### src/rtl/gobou_out_packer_pkg.sv
// Shared widths, packing ratio and FSM encoding for the gobou output packer.
package gobou_out_packer_pkg;
  localparam int DWIDTH   = 16;
  localparam int MEMWIDTH = 32;
  localparam int MEMSIZE  = 12;
  localparam int CNTWIDTH = 16;
  localparam int RATIO    = MEMWIDTH / DWIDTH;
  localparam int SLOTW    = (RATIO > 1) ? $clog2(RATIO) : 1;

  localparam logic [SLOTW-1:0] LAST_SLOT = SLOTW'(RATIO - 1);

  typedef enum logic [1:0] {
    S_IDLE  = 2'd0,
    S_RUN   = 2'd1,
    S_FLUSH = 2'd2,
    S_DONE  = 2'd3
  } state_t;
endpackage

### src/rtl/gobou_out_packer_if.sv
// Request/pixel stream and memory write port of the gobou output packer.
interface gobou_out_packer_if;
  import gobou_out_packer_pkg::*;

  logic                       req;
  logic        [MEMSIZE-1:0]  out_base;
  logic        [CNTWIDTH-1:0] out_size;
  logic                       pixel_valid;
  logic signed [DWIDTH-1:0]   pixel_in;
  logic                       mem_we;
  logic        [MEMSIZE-1:0]  mem_addr;
  logic        [MEMWIDTH-1:0] mem_wdata;
  logic                       busy;
  logic                       ack;

  modport master (
    output req, out_base, out_size, pixel_valid, pixel_in,
    input  mem_we, mem_addr, mem_wdata, busy, ack
  );

  modport slave (
    input  req, out_base, out_size, pixel_valid, pixel_in,
    output mem_we, mem_addr, mem_wdata, busy, ack
  );
endinterface

### src/rtl/gobou_pack_ctrl.sv
// Packer control: run FSM, pixel/slot counters, word address and busy/ack.
module gobou_pack_ctrl
  import gobou_out_packer_pkg::*;
(
  input  logic                clk,
  input  logic                xrst,
  input  logic                i_req,
  input  logic [MEMSIZE-1:0]  i_base,
  input  logic [CNTWIDTH-1:0] i_size,
  input  logic                i_pixel_valid,
  output state_t              o_state,
  output logic                o_start,
  output logic                o_accept,
  output logic                o_wr,
  output logic [SLOTW-1:0]    o_slot,
  output logic [MEMSIZE-1:0]  o_waddr,
  output logic                o_busy,
  output logic                o_ack
);
  state_t              r_state, w_nxt;
  logic [CNTWIDTH-1:0] r_size, r_cnt;
  logic [SLOTW-1:0]    r_slot;
  logic [MEMSIZE-1:0]  r_addr;
  logic                r_busy, r_ack;
  logic                w_start, w_accept, w_last, w_full;

  assign w_last = (r_cnt + CNTWIDTH'(1)) == r_size;
  assign w_full = (r_slot == LAST_SLOT);

  always_comb begin
    w_nxt    = r_state;
    w_start  = 1'b0;
    w_accept = 1'b0;
    case (r_state)
      S_IDLE: if (i_req) begin
        w_start = 1'b1;
        w_nxt   = (i_size == '0) ? S_DONE : S_RUN;
      end
      S_RUN: if (i_pixel_valid) begin
        w_accept = 1'b1;
        if (w_last) w_nxt = w_full ? S_DONE : S_FLUSH;
      end
      S_FLUSH: w_nxt = S_DONE;
      S_DONE:  w_nxt = S_IDLE;
      default: w_nxt = S_IDLE;
    endcase
  end

  always_ff @(posedge clk) begin
    if (!xrst) begin
      r_state <= S_IDLE;
      r_size  <= '0;
      r_cnt   <= '0;
      r_slot  <= '0;
      r_addr  <= '0;
      r_busy  <= 1'b0;
      r_ack   <= 1'b0;
    end else begin
      r_state <= w_nxt;
      r_busy  <= (w_nxt != S_IDLE);
      r_ack   <= (r_state == S_DONE);
      if (w_start) begin
        r_size <= i_size;
        r_addr <= i_base;
        r_cnt  <= '0;
        r_slot <= '0;
      end else if (w_accept) begin
        r_cnt  <= r_cnt + CNTWIDTH'(1);
        r_slot <= w_full ? '0 : r_slot + SLOTW'(1);
        // The word address moves on as soon as a word is handed to the write port.
        if (w_full || w_last) r_addr <= r_addr + MEMSIZE'(1);
      end
    end
  end

  assign o_state  = r_state;
  assign o_start  = w_start;
  assign o_accept = w_accept;
  assign o_wr     = w_accept && (w_full || w_last);
  assign o_slot   = r_slot;
  assign o_waddr  = r_addr;
  assign o_busy   = r_busy;
  assign o_ack    = r_ack;
endmodule

### src/rtl/gobou_out_packer.sv
// Packs signed pixels into memory words and issues registered writes.
// Optional GOBOU_PACK_STATS_EN adds wr_count and drop_err outputs.
module gobou_out_packer
  import gobou_out_packer_pkg::*;
(
  input  logic               clk,
  input  logic               xrst,
`ifdef GOBOU_PACK_STATS_EN
  output logic [MEMSIZE:0]   wr_count,
  output logic               drop_err,
`endif
  gobou_out_packer_if.slave  bus
);
  state_t              w_state;
  logic                w_start, w_accept, w_wr;
  logic [SLOTW-1:0]    w_slot;
  logic [MEMSIZE-1:0]  w_waddr;
  logic [MEMWIDTH-1:0] w_word;
  logic [MEMWIDTH-1:0] r_pack, r_wdata;
  logic [MEMSIZE-1:0]  r_addr;
  logic                r_we;

  gobou_pack_ctrl u_ctrl (
    .clk           (clk),
    .xrst          (xrst),
    .i_req         (bus.req),
    .i_base        (bus.out_base),
    .i_size        (bus.out_size),
    .i_pixel_valid (bus.pixel_valid),
    .o_state       (w_state),
    .o_start       (w_start),
    .o_accept      (w_accept),
    .o_wr          (w_wr),
    .o_slot        (w_slot),
    .o_waddr       (w_waddr),
    .o_busy        (bus.busy),
    .o_ack         (bus.ack)
  );

  // Upper slots of r_pack are always zero, so a flushed partial word needs no masking.
  always_comb begin
    w_word = r_pack;
    w_word[int'(w_slot)*DWIDTH +: DWIDTH] = bus.pixel_in;
  end

  always_ff @(posedge clk) begin
    if (!xrst) begin
      r_pack  <= '0;
      r_wdata <= '0;
      r_addr  <= '0;
      r_we    <= 1'b0;
    end else begin
      r_we <= w_wr;
      if (w_start) r_pack <= '0;
      else if (w_accept) r_pack <= w_wr ? '0 : w_word;
      if (w_wr) begin
        r_wdata <= w_word;
        r_addr  <= w_waddr;
      end
    end
  end

  assign bus.mem_we    = r_we;
  assign bus.mem_addr  = r_addr;
  assign bus.mem_wdata = r_wdata;

`ifdef GOBOU_PACK_STATS_EN
  logic [MEMSIZE:0] r_wr_count;
  logic             r_drop;

  always_ff @(posedge clk) begin
    if (!xrst) begin
      r_wr_count <= '0;
      r_drop     <= 1'b0;
    end else if (w_start) begin
      r_wr_count <= '0;
      r_drop     <= 1'b0;
    end else begin
      if (r_we) r_wr_count <= r_wr_count + (MEMSIZE+1)'(1);
      if (bus.pixel_valid && (w_state == S_FLUSH || w_state == S_DONE)) r_drop <= 1'b1;
    end
  end

  assign wr_count = r_wr_count;
  assign drop_err = r_drop;
`endif
endmodule

### src/flat_wrapper.sv
// flat-port wrapper written by rule: the top's interface ports become plain ports
module gobou_out_packer_flat import gobou_out_packer_pkg::*;
  (clk, xrst, bus_req, bus_out_base, bus_out_size, bus_pixel_valid, bus_pixel_in, bus_mem_we, bus_mem_addr, bus_mem_wdata, bus_busy, bus_ack);
  gobou_out_packer_if bus_i ();
  input  logic clk;
  input  logic xrst;
  input wire logic [$bits(bus_i.req)-1:0] bus_req;
  input wire logic [$bits(bus_i.out_base)-1:0] bus_out_base;
  input wire logic [$bits(bus_i.out_size)-1:0] bus_out_size;
  input wire logic [$bits(bus_i.pixel_valid)-1:0] bus_pixel_valid;
  input wire logic [$bits(bus_i.pixel_in)-1:0] bus_pixel_in;
  output wire logic [$bits(bus_i.mem_we)-1:0] bus_mem_we;
  output wire logic [$bits(bus_i.mem_addr)-1:0] bus_mem_addr;
  output wire logic [$bits(bus_i.mem_wdata)-1:0] bus_mem_wdata;
  output wire logic [$bits(bus_i.busy)-1:0] bus_busy;
  output wire logic [$bits(bus_i.ack)-1:0] bus_ack;
  assign bus_i.req = bus_req;
  assign bus_i.out_base = bus_out_base;
  assign bus_i.out_size = bus_out_size;
  assign bus_i.pixel_valid = bus_pixel_valid;
  assign bus_i.pixel_in = bus_pixel_in;
  assign bus_mem_we = bus_i.mem_we;
  assign bus_mem_addr = bus_i.mem_addr;
  assign bus_mem_wdata = bus_i.mem_wdata;
  assign bus_busy = bus_i.busy;
  assign bus_ack = bus_i.ack;
  gobou_out_packer u_core (.clk(clk), .xrst(xrst), .bus(bus_i));
endmodule
### config.mk
export PLATFORM = sky130hd
export DESIGN_NAME = gobou_out_packer_flat
export DESIGN_NICKNAME = d
export VERILOG_FILES = /design/src/rtl/gobou_out_packer_pkg.sv /design/src/rtl/gobou_out_packer_if.sv /design/src/rtl/gobou_pack_ctrl.sv /design/src/rtl/gobou_out_packer.sv /design/src/flat_wrapper.sv
export SDC_FILE = /design/constraint.sdc
export NUM_CORES = 1
export LEC_CHECK = 0
export BUFFER_PORTS_ARGS = -buffer_cell sky130_fd_sc_hd__buf_2
export CAP_MARGIN = 5
export CORE_ASPECT_RATIO = 0.9
export CORE_MARGIN = 2
export CORE_UTILIZATION = 51
export CTS_CLUSTER_DIAMETER = 60
export DETAILED_ROUTE_END_ITERATION = 7
export PLACE_DENSITY = 0.73
export RECOVER_POWER = 50
export SETUP_SLACK_MARGIN = 0.15
export SLEW_MARGIN = 20
export SYNTH_ARGS = -nofsm -noshare
export SYNTH_HDL_FRONTEND = slang
export SYNTH_SLANG_ARGS = --single-unit
### constraint.sdc
create_clock -name clk -period 8.1 [get_ports clk]
set_clock_uncertainty 0.2 [all_clocks]
set_input_delay 0.81 -clock clk [delete_from_list [all_inputs] [get_ports clk]]
set_output_delay 0.81 -clock clk [all_outputs]
set_load 0.05 [all_outputs]
**Word level (Yosys, flattened, before mapping)**

Cells that the tools add are included.

- $add $sub $neg: 4
- Equal/unequal tests: 4
- Shifts and indexed selects: 2
- Muxes and demuxes: 16
- Bitwise gates (word level): 1
- Reductions and logical operators: 9

Operators by type and width:

| kind | number |
|---|---|
| $mux 12 | 3 |
| $neg 5->33 | 1 |
| $shift 16x33->32 const A | 1 |
| $shiftx 16x33->32 | 1 |
| $bwmux 32 | 1 |
| $mux 32 | 1 |
| $add 16x1->16 const B | 1 |
| $eq 16x16->1 | 1 |
| $logic_not 16->1 | 1 |
| $add 12x1->12 const B | 1 |
| $mux 2 | 4 |
| $pmux 2 s4 | 1 |
| $mux 1 | 6 |
| $reduce_bool 2->1 | 3 |
| $eq 2x2->1 const B | 2 |
| $eq 2x1->1 const B | 1 |
| $logic_not 2->1 | 1 |
| $reduce_and 2->1 | 1 |
| $reduce_or 2->1 | 1 |
| $add 1x1->1 const B | 1 |
| $logic_and 1x1->1 | 1 |
| $logic_or 1x1->1 | 1 |
| $not 1->1 | 1 |

- Bits in registers: 126

**Logic depth before layout (Yosys ltp)**

- Depth in word-level cells: 6
- Depth in mapped cells: 12
- Mapped depth without buffers: 9

**Cells and area by module**

From an unflattened synthesis, not the netlist that was laid out.

- Cells, all modules: 695
- Area, all modules: 6414.9 um^2

By module, submodules not included:

| module | instances | cells an instance | area an instance (um^2) |
|---|---|---|---|
| gobou_out_packer | 1 | 367 | 3768.6 |
| gobou_pack_ctrl | 1 | 328 | 2646.3 |

**Worst setup path after synthesis**

Ideal clock, no wire load.

- Path type: reg2reg
- From: register u_core.u_ctrl.r_cnt[0]
- To: register u_core.u_ctrl.r_addr[9], in the netlist u_core.u_ctrl.o_waddr[9]
- Arrival time: 2.852 ns
- Setup slack: 4.928 ns
- Stages on the path, launching flop included: 11
- Buffers on the path: 1
- Cell sequence: dfxtp_1 -> ha_1 -> clkbuf_2 -> nand3_4 -> nor4_2 -> mux2_2 -> nor3_1 -> nand4_4 -> a2111oi_4 -> a21oi_2 -> o31a_1

- Cells in the longest elaborated chain, start to end: 5

RTL lines:

| what | line | text |
|---|---|---|
| start, declared | gobou_pack_ctrl.sv:21 | `logic [CNTWIDTH-1:0] r_size, r_cnt;` |
| start signal, assigned | gobou_pack_ctrl.sv:68 | `r_cnt <= r_cnt + CNTWIDTH'(1);` |
| $add 16x1->16 | gobou_pack_ctrl.sv:27 | `assign w_last = (r_cnt + CNTWIDTH'(1)) == r_size;` |
| $eq 16x16->1 | gobou_pack_ctrl.sv:27 |  |
| $logic_or 1x1->1 | gobou_pack_ctrl.sv:71 | `if (w_full \|\| w_last) r_addr <= r_addr + MEMSIZE'(1);` |
| $reduce_bool 2->1 (no line) | - |  |
| $reduce_and 2->1 (no line) | - |  |
| end signal, assigned | gobou_pack_ctrl.sv:64 | `r_addr <= i_base;` |
| end signal, assigned | gobou_pack_ctrl.sv:71 |  |
| end, declared | gobou_pack_ctrl.sv:23 | `logic [MEMSIZE-1:0] r_addr;` |

Every way passes these cells.
A chain may end at the register's enable or synchronous reset.

**Worst setup path in the final report**

- From: register u_core.u_ctrl.r_cnt[0]
- To: register u_core.r_pack[30]

- Cells in the longest elaborated chain, start to end: 5

RTL lines:

| what | line | text |
|---|---|---|
| $add 16x1->16 | gobou_pack_ctrl.sv:27 |  |
| $eq 16x16->1 | gobou_pack_ctrl.sv:27 |  |
| $logic_or 1x1->1 | gobou_pack_ctrl.sv:79 | `assign o_wr = w_accept && (w_full \|\| w_last);` |
| $logic_and 1x1->1 | gobou_pack_ctrl.sv:79 |  |
| $mux 32 | gobou_out_packer.sv:55 | `else if (w_accept) r_pack <= w_wr ? '0 : w_word;` |
| end signal, assigned | gobou_out_packer.sv:55 |  |
| end, declared | gobou_out_packer.sv:19 | `logic [MEMWIDTH-1:0] r_pack, r_wdata;` |

Every way passes these cells.

==> results.toml <==
[critical_path]
cp-start-kind = "flip-flop"
critPathMaxFanout = 91
crit_required_ns = 8.21
crit_type = "flip-flop to flip-flop"
critical_path.cell_chain = "ha_1 -> nand3_4 -> or3_1 -> o211a_1 -> a211oi_1 -> nand4_4 -> nand2_4 -> nor2_1 -> and2_1"
cp_slowest_stage_delay_ns = 0.76
crit_path_top_delay_cell = "nand2_4"
critical_path_arrival_ns = 4.40
end_kind = "flip-flop"
r2r_start = "u_core.u_ctrl.r_cnt[0]"
startpoint = "u_core.u_ctrl.r_cnt[0]"

[final_layout]
final_layout_size_suffix_gt1_frac = 0.135
syn2layout_area_growth_pct = 17.9
final_area_um2 = 6690
nNetsFinal = 756
stdcell_count = 871
fillers = 974
diodes = 0

[global_routing]
grt_max_degree = 92
globalRouteTotalUtil = 0.229
grt_overflow_total = 0
grt_pass1_wl_um = 21800
antenna_found_initial = 0
first_global_vias = 4509

[placed_design]
placedCellCount = 839
place_congestion = 0.851
io_buffers = 94
dp_hpwl_um = 9030
placed_area_um2 = 6160
pre_cts_slack_ns = 3.92

[synthesis]
syn_nets = 686
synth_most_common_cell = "dfxtp_1"
synth-seq-cells = 126
synth_area_leader_cell = "dfxtp_1"
syn_area_per_cell_um2 = 8.92
synth-main-ff-cell = "dfxtp_1"
synth_top_area_share = 0.444
synth_seq_area_share = 0.444
yosys-top-cells-count = "dfxtp_1 (126), nor2_1 (98), nand2_1 (52), mux2i_1 (45), a211oi_1 (35)"
ys_async_sr_fraction = 0
yosys.cell_types.count = 57
synth_edf_count = 0
synthesis.area_um2 = 5680
yosysWarnings = 0
synth_cells = 636
synth_area_leaders = "dfxtp_1 (44%), mux2i_1 (7.9%), nor2_1 (6.5%), a211oi_1 (4.6%), nand2_1 (3.4%)"

[status]
status = "finished, violations left"
failed_checks = "capacitance limit, slew limit"

[sta]
rsz0062_at_grt = "false"
finalCritPeriodShare = 0.530
setup_viol = 0
setup_tns_ns = 0
maxSlewViolCount = 107
slew_headroom = -1.06
layout_setup_ws_ns = 3.81
max_clock_freq_mhz = 233
min_period_ns = 4.29
finalHoldViolCount = 0
tightest_slew_ns = 3.09
timing.hold.ws_ns = 0.262

[clocking]
cts_sinks = 126
h-tree-depth = 4
post_cts_buffers = 0
cts_root_buf = "clkbuf_16"
cts_made_buffers = 17
ctsHoldBuffers = 0
clkSlewWorstSetupHoldPaths_ns = 0.05
cts_tree = "done"
post_cts_resized = 0
ctsLongestPathBuffers = 2
worstSkewPairLatency_ns = 0.42

[die]
fp.coreArea_um2 = 10900
die_x_um = 115
die_area_um2 = 12000
start_util = 0.523
io_pins = 95
rows = 36
die_h_um = 104

[power]
p_seq_frac = 0.417
p_clk_frac = 0.501
cellPowerDensity_nw_per_um2 = 235
p_sw_w = 0.000372
p_leak_nw = 2.32
p_int_w = 0.00120
peakVddDrop_uv = 148
swShare = 0.237
power_frac_comb = 0.082

[routing]
ant_nets = 0
first_pass_iters = 4
drtIter0Drc = 242
wirelength_um = 13200
viasPerCell = 5.51
drc = 0
vias = 4799
wire_per_inst_um = 15.2

[job]
maxCapViolCount = 2

[worst_hold_path]
min_path_type = "flip-flop to flip-flop"
min_from = "u_core.r_pack[16]"
## registers in the layout (all words and copies together), names as in the netlist
signal,count
u_core.u_ctrl.o_waddr,12
u_core.bus.mem_addr,12
u_core.u_ctrl.r_cnt,16
u_core.u_ctrl.o_ack,1
u_core.bus.mem_wdata,32
u_core.u_ctrl.o_slot,1
u_core.bus.mem_we,1
u_core.u_ctrl.o_state,2
u_core.r_pack,32
u_core.u_ctrl.o_busy,1
u_core.u_ctrl.r_size,16
## worst max-delay path, delay by kind of cell (launching register included)
family,cells,cell delay (ns)
AND/OR/NAND/NOR,6,2.29
AO/OA/AOI/OAI,2,0.78
adder cells (fa/ha/maj),1,0.42
flip-flops,1,0.48
## power by group through the flow
stage               Sequential [W]  Combinational (W)  Clock [W]
floorplan                 0.000679          0.0000787          0
global placement          0.000666           0.000130          0
detailed placement        0.000667           0.000131          0
CTS                       0.000654           0.000132   0.000797
global route              0.000657           0.000142   0.000823
finish                    0.000655           0.000129   0.000787
## per-layer routing
layer / global-route usage / wire (um) / part of all wire / vias up
met1: 0.311 / 6330 / 0.48 / 2279
met4: 0.103 / 267 / 0.020 / 0
met2: 0.347 / 6060 / 0.46 / 111
li1: - / - / - / 2387
met3: 0.0507 / 538 / 0.041 / 22
met5: 0 / 0 / 0 / -
## layout by cell type (no fill, tap or decap), drive strengths merged, types with 14 or more instances in the layout
cell and count:
nand4 16, dfxtp 126, xor2 14, clkbuf 75
nand3 22, nand2 53, and2 19, a211oi 36
a22oi 16, mux2i 45, a21oi 29, nor2 98
buf 47, xnor2 21
## through the flow
step | util | power [W]
after floorplan | - | 0.000757
after global placement | 0.567 | 0.000796
after detailed placement | 0.567 | 0.000799
after CTS | 0.624 | 0.00158
after global routing | 0.616 | 0.00162
final | 0.616 | 0.00157
## path summary, 6_finish.rpt
path	cells after the start	endpoint	slack, ns
min reg2reg	1	u_core.r_pack[16]	0.26
max reg2reg	9	u_core.r_pack[30]	3.81
min	1	u_core.r_pack[16]	0.26
max	9	u_core.r_pack[30]	3.81
## final cells by class
class / count / area, um2 / area share
Timing Repair Buffer: 99 / 435 / 0.0651
Multi-Input combinational cell: 450 / 2880 / 0.430
Tap cell: 152 / 190 / 0.0284
Inverter: 12 / 45.0 / 0.00673
Clock buffer: 23 / 488 / 0.0729
Sequential cell: 126 / 2520 / 0.377
Clock inverter: 9 / 133 / 0.0198
## cell families after synthesis
family          Yosys count  synth area share
flops                   126             0.444
simple gates            251             0.220
fa+ha+maj                 2           0.00441
mux                      46            0.0813
compound gates          116             0.149
buf+inv                  60            0.0474
xor+xnor                 35            0.0540
Power figures use the tool's default switching activity.
